### src/rtl/obc_axi_pkg.sv
// Shared AXI4 encodings and write-master FSM state type for the OBC DDR stream writer.
package obc_axi_pkg;

    localparam logic [1:0] AXI_BURST_INCR = 2'b01;
    localparam logic [1:0] AXI_RESP_OKAY  = 2'b00;
    localparam logic [2:0] AXI_SIZE_8B    = 3'b011;

    typedef enum logic [2:0] {
        ST_IDLE = 3'd0,
        ST_AW   = 3'd1,
        ST_W    = 3'd2,
        ST_B    = 3'd3,
        ST_FIN  = 3'd4
    } wr_state_e;

    function automatic logic resp_is_err(input logic [1:0] resp);
        return (resp != AXI_RESP_OKAY);
    endfunction

endpackage

### src/rtl/obc_sync_fifo.sv
// Single-clock FIFO with fall-through read port and occupancy count.
// A pop and a push in the same cycle are both honoured even when full.
module obc_sync_fifo #(
    parameter int DATA_W = 64,
    parameter int DEPTH  = 32,
    parameter int CNT_W  = $clog2(DEPTH + 1)
) (
    input  logic              clk,
    input  logic              rstn,
    input  logic              push,
    input  logic [DATA_W-1:0] wdata,
    input  logic              pop,
    output logic [DATA_W-1:0] rdata,
    output logic [CNT_W-1:0]  count,
    output logic              full,
    output logic              empty
);

    localparam int PTR_W = $clog2(DEPTH);

    logic [DATA_W-1:0] mem_r [DEPTH];
    logic [PTR_W-1:0]  wr_ptr_r;
    logic [PTR_W-1:0]  rd_ptr_r;
    logic [CNT_W-1:0]  count_r;
    logic              push_do_s;
    logic              pop_do_s;

    assign full      = (count_r == CNT_W'(DEPTH));
    assign empty     = (count_r == {CNT_W{1'b0}});
    assign pop_do_s  = pop && !empty;
    assign push_do_s = push && (!full || pop_do_s);
    assign rdata     = mem_r[rd_ptr_r];
    assign count     = count_r;

    // Storage array; not reset, the head is only consumed when count is non-zero.
    always_ff @(posedge clk) begin
        if (push_do_s) begin
            mem_r[wr_ptr_r] <= wdata;
        end
    end

    // Pointer and occupancy bookkeeping.
    always_ff @(posedge clk) begin
        if (!rstn) begin
            wr_ptr_r <= {PTR_W{1'b0}};
            rd_ptr_r <= {PTR_W{1'b0}};
            count_r  <= {CNT_W{1'b0}};
        end else begin
            if (push_do_s) begin
                wr_ptr_r <= wr_ptr_r + PTR_W'(1);
            end
            if (pop_do_s) begin
                rd_ptr_r <= rd_ptr_r + PTR_W'(1);
            end
            case ({push_do_s, pop_do_s})
                2'b10:   count_r <= count_r + CNT_W'(1);
                2'b01:   count_r <= count_r - CNT_W'(1);
                default: count_r <= count_r;
            endcase
        end
    end

endmodule

### src/rtl/obc_ddr_stream_writer.sv
// AXI-Stream to AXI4 INCR-burst write master feeding the DDR4 path; one burst in flight.
// Optional statistics outputs are built when OBC_DDR_WR_STATS_EN is defined.
module obc_ddr_stream_writer
    import obc_axi_pkg::*;
#(
    parameter int ADDR_W     = 32,
    parameter int DATA_W     = 64,
    parameter int BURST_LEN  = 16,
    parameter int FIFO_DEPTH = 32
) (
    input  logic                clk,
    input  logic                rstn,
    input  logic                ctrl_start,
    input  logic [ADDR_W-1:0]   ctrl_addr,
    input  logic [23:0]         ctrl_len,
    output logic                ctrl_busy,
    output logic                ctrl_done,
    output logic                ctrl_err,
    input  logic [DATA_W-1:0]   s_tdata,
    input  logic                s_tvalid,
    output logic                s_tready,
    output logic [ADDR_W-1:0]   m_awaddr,
    output logic [7:0]          m_awlen,
    output logic [2:0]          m_awsize,
    output logic [1:0]          m_awburst,
    output logic                m_awvalid,
    input  logic                m_awready,
    output logic [DATA_W-1:0]   m_wdata,
    output logic [DATA_W/8-1:0] m_wstrb,
    output logic                m_wlast,
    output logic                m_wvalid,
    input  logic                m_wready,
    input  logic [1:0]          m_bresp,
    input  logic                m_bvalid,
    output logic                m_bready
`ifdef OBC_DDR_WR_STATS_EN
    ,
    output logic [15:0]         stat_bursts,
    output logic [31:0]         stat_stalls
`endif
);

    localparam int STRB_W = DATA_W / 8;
    localparam int CNT_W  = $clog2(BURST_LEN + 1);
    localparam int FCNT_W = $clog2(FIFO_DEPTH + 1);

    wr_state_e          state_r;
    logic [ADDR_W-1:0]  addr_r;
    logic [ADDR_W-1:0]  awaddr_r;
    logic [7:0]         awlen_r;
    logic [2:0]         awsize_r;
    logic [1:0]         awburst_r;
    logic               awvalid_r;
    logic               bready_r;
    logic               busy_r;
    logic               done_r;
    logic               err_r;
    logic [23:0]        len_r;
    logic [23:0]        remaining_r;
    logic [23:0]        accepted_r;
    logic [CNT_W-1:0]   beat_r;

    logic [CNT_W-1:0]   burst_beats_s;
    logic [DATA_W-1:0]  fifo_rdata_s;
    logic [FCNT_W-1:0]  fifo_count_s;
    logic               fifo_full_s;
    logic               fifo_empty_s;
    logic               s_tready_s;
    logic               push_s;
    logic               wvalid_s;
    logic               w_fire_s;
    logic               wlast_s;
    logic               fifo_ready_s;
    logic               b_fire_s;
    logic               start_ok_s;

    // Size of the burst about to be issued: a full burst, or the short tail.
    always_comb begin
        if (remaining_r >= 24'(BURST_LEN)) begin
            burst_beats_s = CNT_W'(BURST_LEN);
        end else begin
            burst_beats_s = remaining_r[CNT_W-1:0];
        end
    end

    // Stream words past the programmed length are never accepted.
    assign s_tready_s   = !fifo_full_s && busy_r && (accepted_r < len_r);
    assign push_s       = s_tvalid && s_tready_s;
    assign wvalid_s     = (state_r == ST_W) && !fifo_empty_s;
    assign w_fire_s     = wvalid_s && m_wready;
    assign wlast_s      = (beat_r == (burst_beats_s - CNT_W'(1)));
    assign fifo_ready_s = (32'(fifo_count_s) >= 32'(burst_beats_s));
    assign b_fire_s     = (state_r == ST_B) && bready_r && m_bvalid;
    assign start_ok_s   = (state_r == ST_IDLE) && ctrl_start;

    obc_sync_fifo #(
        .DATA_W (DATA_W),
        .DEPTH  (FIFO_DEPTH),
        .CNT_W  (FCNT_W)
    ) u_fifo (
        .clk    (clk),
        .rstn   (rstn),
        .push   (push_s),
        .wdata  (s_tdata),
        .pop    (w_fire_s),
        .rdata  (fifo_rdata_s),
        .count  (fifo_count_s),
        .full   (fifo_full_s),
        .empty  (fifo_empty_s)
    );

    // Transfer sequencer: AW -> W -> B per burst, looping until the length is exhausted.
    always_ff @(posedge clk) begin
        if (!rstn) begin
            state_r     <= ST_IDLE;
            addr_r      <= {ADDR_W{1'b0}};
            awaddr_r    <= {ADDR_W{1'b0}};
            awlen_r     <= 8'd0;
            awsize_r    <= 3'd0;
            awburst_r   <= 2'd0;
            awvalid_r   <= 1'b0;
            bready_r    <= 1'b0;
            busy_r      <= 1'b0;
            done_r      <= 1'b0;
            err_r       <= 1'b0;
            len_r       <= 24'd0;
            remaining_r <= 24'd0;
            accepted_r  <= 24'd0;
            beat_r      <= {CNT_W{1'b0}};
        end else begin
            done_r <= 1'b0;
            if (push_s) begin
                accepted_r <= accepted_r + 24'd1;
            end
            case (state_r)
                ST_IDLE: begin
                    if (ctrl_start) begin
                        err_r       <= 1'b0;
                        accepted_r  <= 24'd0;
                        addr_r      <= ctrl_addr;
                        len_r       <= ctrl_len;
                        remaining_r <= ctrl_len;
                        if (ctrl_len == 24'd0) begin
                            done_r <= 1'b1;
                        end else begin
                            busy_r  <= 1'b1;
                            state_r <= ST_AW;
                        end
                    end
                end
                ST_AW: begin
                    // Address is only offered once the whole burst is already buffered.
                    if (!awvalid_r) begin
                        if (fifo_ready_s) begin
                            awvalid_r <= 1'b1;
                            awaddr_r  <= addr_r;
                            awlen_r   <= 8'(burst_beats_s - CNT_W'(1));
                            awsize_r  <= AXI_SIZE_8B;
                            awburst_r <= AXI_BURST_INCR;
                        end
                    end else if (m_awready) begin
                        awvalid_r <= 1'b0;
                        beat_r    <= {CNT_W{1'b0}};
                        state_r   <= ST_W;
                    end
                end
                ST_W: begin
                    if (w_fire_s) begin
                        if (wlast_s) begin
                            bready_r <= 1'b1;
                            state_r  <= ST_B;
                        end else begin
                            beat_r <= beat_r + CNT_W'(1);
                        end
                    end
                end
                ST_B: begin
                    if (b_fire_s) begin
                        bready_r    <= 1'b0;
                        err_r       <= err_r | resp_is_err(m_bresp);
                        addr_r      <= addr_r + ADDR_W'({burst_beats_s, 3'b000});
                        remaining_r <= remaining_r - 24'(burst_beats_s);
                        if (remaining_r == 24'(burst_beats_s)) begin
                            busy_r  <= 1'b0;
                            done_r  <= 1'b1;
                            state_r <= ST_FIN;
                        end else begin
                            state_r <= ST_AW;
                        end
                    end
                end
                ST_FIN: begin
                    state_r <= ST_IDLE;
                end
                default: begin
                    state_r <= ST_IDLE;
                end
            endcase
        end
    end

    assign ctrl_busy = busy_r;
    assign ctrl_done = done_r;
    assign ctrl_err  = err_r;
    assign s_tready  = s_tready_s;
    assign m_awaddr  = awaddr_r;
    assign m_awlen   = awlen_r;
    assign m_awsize  = awsize_r;
    assign m_awburst = awburst_r;
    assign m_awvalid = awvalid_r;
    assign m_wvalid  = wvalid_s;
    assign m_wlast   = wvalid_s && wlast_s;
    assign m_wdata   = wvalid_s ? fifo_rdata_s : {DATA_W{1'b0}};
    assign m_wstrb   = wvalid_s ? {STRB_W{1'b1}} : {STRB_W{1'b0}};
    assign m_bready  = bready_r;

`ifdef OBC_DDR_WR_STATS_EN
    logic [15:0] stat_bursts_r;
    logic [31:0] stat_stalls_r;

    // Saturating burst and W-stall counters, cleared by each accepted start.
    always_ff @(posedge clk) begin
        if (!rstn) begin
            stat_bursts_r <= 16'd0;
            stat_stalls_r <= 32'd0;
        end else if (start_ok_s) begin
            stat_bursts_r <= 16'd0;
            stat_stalls_r <= 32'd0;
        end else begin
            if (b_fire_s && (stat_bursts_r != 16'hFFFF)) begin
                stat_bursts_r <= stat_bursts_r + 16'd1;
            end
            if (wvalid_s && !m_wready && (stat_stalls_r != 32'hFFFF_FFFF)) begin
                stat_stalls_r <= stat_stalls_r + 32'd1;
            end
        end
    end

    assign stat_bursts = stat_bursts_r;
    assign stat_stalls = stat_stalls_r;
`else
    // Without statistics the start qualifier has no further consumer.
    logic start_ok_unused_s;
    assign start_ok_unused_s = start_ok_s;
`endif

endmodule
### config.mk
export PLATFORM = sky130hd
export DESIGN_NAME = obc_ddr_stream_writer
export DESIGN_NICKNAME = d
export VERILOG_FILES = /design/src/rtl/obc_axi_pkg.sv /design/src/rtl/obc_sync_fifo.sv /design/src/rtl/obc_ddr_stream_writer.sv
export SDC_FILE = /design/constraint.sdc
export NUM_CORES = 2
export LEC_CHECK = 0
export ABC_AREA = 1
export CAP_MARGIN = 15
export CELL_PAD_IN_SITES_DETAIL_PLACEMENT = 0
export CELL_PAD_IN_SITES_GLOBAL_PLACEMENT = 1
export CORE_UTILIZATION = 47
export DETAILED_ROUTE_END_ITERATION = 10
export DONT_BUFFER_PORTS = 1
export HOLD_SLACK_MARGIN = 0.02
export PLACE_DENSITY = 0.75
export SLEW_MARGIN = 30
export SYNTH_ARGS = -nofsm -noshare
export SYNTH_HDL_FRONTEND = slang
export SYNTH_HIERARCHICAL = 1
export SYNTH_SLANG_ARGS = --single-unit
### constraint.sdc
create_clock -name clk -period 18.7 [get_ports clk]
set_input_delay 3.74 -clock clk [delete_from_list [all_inputs] [get_ports clk]]
set_output_delay 3.74 -clock clk [all_outputs]
set_load 0.1 [all_outputs]
==> reports/metrics.cfg <==
[status]
status = completed

[setup_path]
required_ps = 14960
worst_path_max_delay_cell = buf_6
cpMostUsedCell = nand2_1
crit_path_max_incr_delay_ps = 640
worstPathArrival_ps = 5980
reg2reg_depth = 14
crit_family = buffers and inverters
setup.worst_path.end_class = output pin
critPathLaunchType = flip-flop
critPathKind = reg -> out
cp_max_fo = 152
r2r-start = state_r[1]
path_depth = 15
rrSetupSlack_ps = 12250
path_buf_inv = 6
endpoint = m_wdata[3]
r2r_end = u_fifo/mem_r[8][24]
path_cells = inv_16 > buf_16 > buf_12 > buf_16 > buf_6 > nand2_1 > nand3_1 > nand3_1 > nand2_1 > nand2_1 > nand2_1 > nand2_1 > nand2_1 > inv_1 > nor2_4

[pwr]
max-vdd-ir-drop_v = 0.00009873
power.density_nw_per_um2 = 111.8
p_leak_nw = 35.93
power_mw = 11.45

[yosys]
synth-xor-area-share_pct = 0.2750
avgSynthCellArea_um2 = 11.18
ys_types = 52
synth_compound_area_share_pct = 1.972
syn_inst = 8264
synth-simple-area-share_pct = 22.86
syn_area_um2 = 92360
synth_edf_count = 2048
synth.area.mux_share_pct = 0
synth-main-ff-cell = edfxtp_1
ys_warn_count = 6
synth_top_family_by_area = simple AND/OR/NAND/NOR gates
ys_ff_latch = 2225
yosysSeqAreaShare_pct = 70.42
async_flop_share_pct = 0
synthAdderAreaFrac_pct = 0.6665

[timing]
finalCritPeriodShare_pct = 51.97
fmax_ghz = 0.1029
slew_headroom_pct = 23.36
tns_ps = 0
fin_ws_ps = 8981
tightest_slew_ps = 1150
hold_violations = 0
drv_slew = 0
setup_viol = 0
fin_crit_ps = 9719
finClkSkew_ps = 68.64
rsz0062_at_grt = false
hold_ws_ps = 458.0

[floorplanning]
coreArea_um2 = 195000
die_area_um2 = 198300
ioPinCount = 254
placementRows = 162
start_util_pct = 47.37
die_w_um = 445.3
die_h_um = 445.3

[place]
port_buffers = 0
hpwl_um = 128800
dp_slack_ps = 9732
place_congestion = 0.8147

[route]
vias_per_cell = 5.729
wire_per_inst_um = 24.10
vias = 62580
first_iter_violations = 6550
drc = 0
routed_wl_um = 263200
dr.pass1.iters = 5
final_antenna_net_count = 0

[clock_network]
cts_setup_buffers = 0
cts-htree-levels = 4
cts.hold.buffers_added = 0
clk_pin_slew_ps = 60
clkLatencyLatePin_ps = 890
cts_tree = yes
cts_buffers = 225
cts_resized = 0
clockRootBuffer = clkbuf_16
cts_buffer_depth = 3
numClockSinks = 2225

[grt]
grtUsageTotal_pct = 26.18
grt_antenna_before_repair = 5
grt_pass1_vias = 59160
grt_max_degree = 243
grt-ovfl-total = 0
grt_first_pass_wirelength_um = 386900

[run]
maxCapViolCount = 0

[layout]
utilization_pct = 52.48
syn2layout_area_growth_pct = 10.80
nets = 8281
layout-drive-gt1-share_pct = 7.414

[hold_path]
hold_path.class = reg -> reg

## worst register-to-register path, delay by kind of cell, from the launching register on
kind	cells	cell delay (ps)
AND/OR/NAND/NOR	8	3300
flip-flops	1	320
buffers and inverters	6	2400
## layout by cell type, fill, tap and decap left out, drive strengths merged, types with 2 or more instances in the layout
master / count
nand2: 2568
edfxtp: 2048
nand3: 1919
nor2: 307
clkbuf: 284
inv: 238
dfxtp: 177
a21oi: 161
o21ai: 132
buf: 129
clkinv: 103
ha: 46
nor3: 31
xor2: 26
nand4: 23
bufinv: 17
o211ai: 16
clkinvlp: 9
nand3b: 8
or2: 7
a211oi: 6
a221oi: 5
a31oi: 5
nor4: 5
diode: 4
nor3b: 3
a311oi: 3
xnor2: 3
conb: 3
o221ai: 2
and3: 2
o31ai: 2
fa: 2
## registers in the layout, indices dropped and copies added, names as in the netlist, 3 cells and up, named ones only
signal / cells
addr_r: 32
accepted_r: 24
m_awaddr: 32
m_awlen: 6
beat_r: 5
u_fifo/mem_r: 2048
u_fifo/count: 6
state_r: 3
len_r: 24
u_fifo/wr_ptr_r: 5
remaining_r: 24
u_fifo/rd_ptr_r: 5
## routing by layer
layer | part of all wire (%) | global-route usage (%) | up-vias
li1 | - | - | 28580
met1 | 41 | 35.27 | 30920
met2 | 48 | 43.97 | 2657
met3 | 8.1 | 3.944 | 420
met4 | 2.7 | 7.598 | 2
met5 | 0.0042 | 0 | -
## synthesized netlist by cell type (all sizes together) (2+ instances only)
master | count | area (um2)
nand2 | 2568 | 9724
edfxtp | 2048 | 61500
nand3 | 1919 | 9637
buf | 384 | 2126
nor2 | 307 | 1265
inv | 232 | 878.3
dfxtp | 177 | 3543
a21oi | 161 | 820.8
clkbuf | 133 | 499.2
o21ai | 132 | 664.4
ha | 46 | 575.6
nor3 | 31 | 175.2
xor2 | 26 | 227.7
nand4 | 23 | 143.9
o211ai | 16 | 120.1
nand3b | 8 | 60.06
or2 | 7 | 43.79
a211oi | 6 | 45.04
a221oi | 5 | 43.79
a31oi | 5 | 31.28
nor4 | 5 | 31.28
a311oi | 3 | 26.28
nor3b | 3 | 22.52
xnor2 | 3 | 26.28
and3 | 2 | 12.51
conb | 2 | 7.510
fa | 2 | 40.04
o221ai | 2 | 17.52
o31ai | 2 | 15.01
## cell families (layout without fill, tap and decap cells)
family / after synthesis / count (layout)
compound gates: 337 / 337
xor+xnor: 29 / 29
fa+ha+maj: 48 / 48
buf+inv: 750 / 780
flops: 2225 / 2225
other cells: 2 / 7
simple gates: 4873 / 4873
## power by group
group          internal, mW  switching, mW
Combinational         0.333          0.928
Sequential             5.54          0.241
Clock                  2.48           1.92
## cell type report
| type | instances | area [um2] |
|---|---|---|
| antenna | 4 | 10.01 |
| clock buffer | 284 | 5922 |
| inverter | 233 | 928.4 |
| timing repair buffer | 129 | 1326 |
| tap | 2624 | 3283 |
| multi-input combinational | 5290 | 24520 |
| sequential | 2225 | 65070 |
| clock inverter | 134 | 1274 |
| fill | 16690 | 92650 |
## worst min-delay path by stage
stage               startpoint  endpoint  slack [ps]  cells after the start
finish                len_r[4]  len_r[4]         460                      2
global route          len_r[4]  len_r[4]         480                      2
CTS                   len_r[4]  len_r[4]         460                      2
detailed placement    len_r[4]  len_r[4]         460                      2
global placement      len_r[0]  len_r[0]         450                      2
floorplan             len_r[0]  len_r[0]         420                      2
## per-stage QoR
step	cells	cell area [um2]
2_1_floorplan	8265	92370
3_3_place_gp	10490	94540
3_5_place_dp	10500	95010
4_1_cts	10920	102200
5_1_grt	10920	102300
6_report	10920	102300
Note: power is estimated with default switching activity, not from simulation.
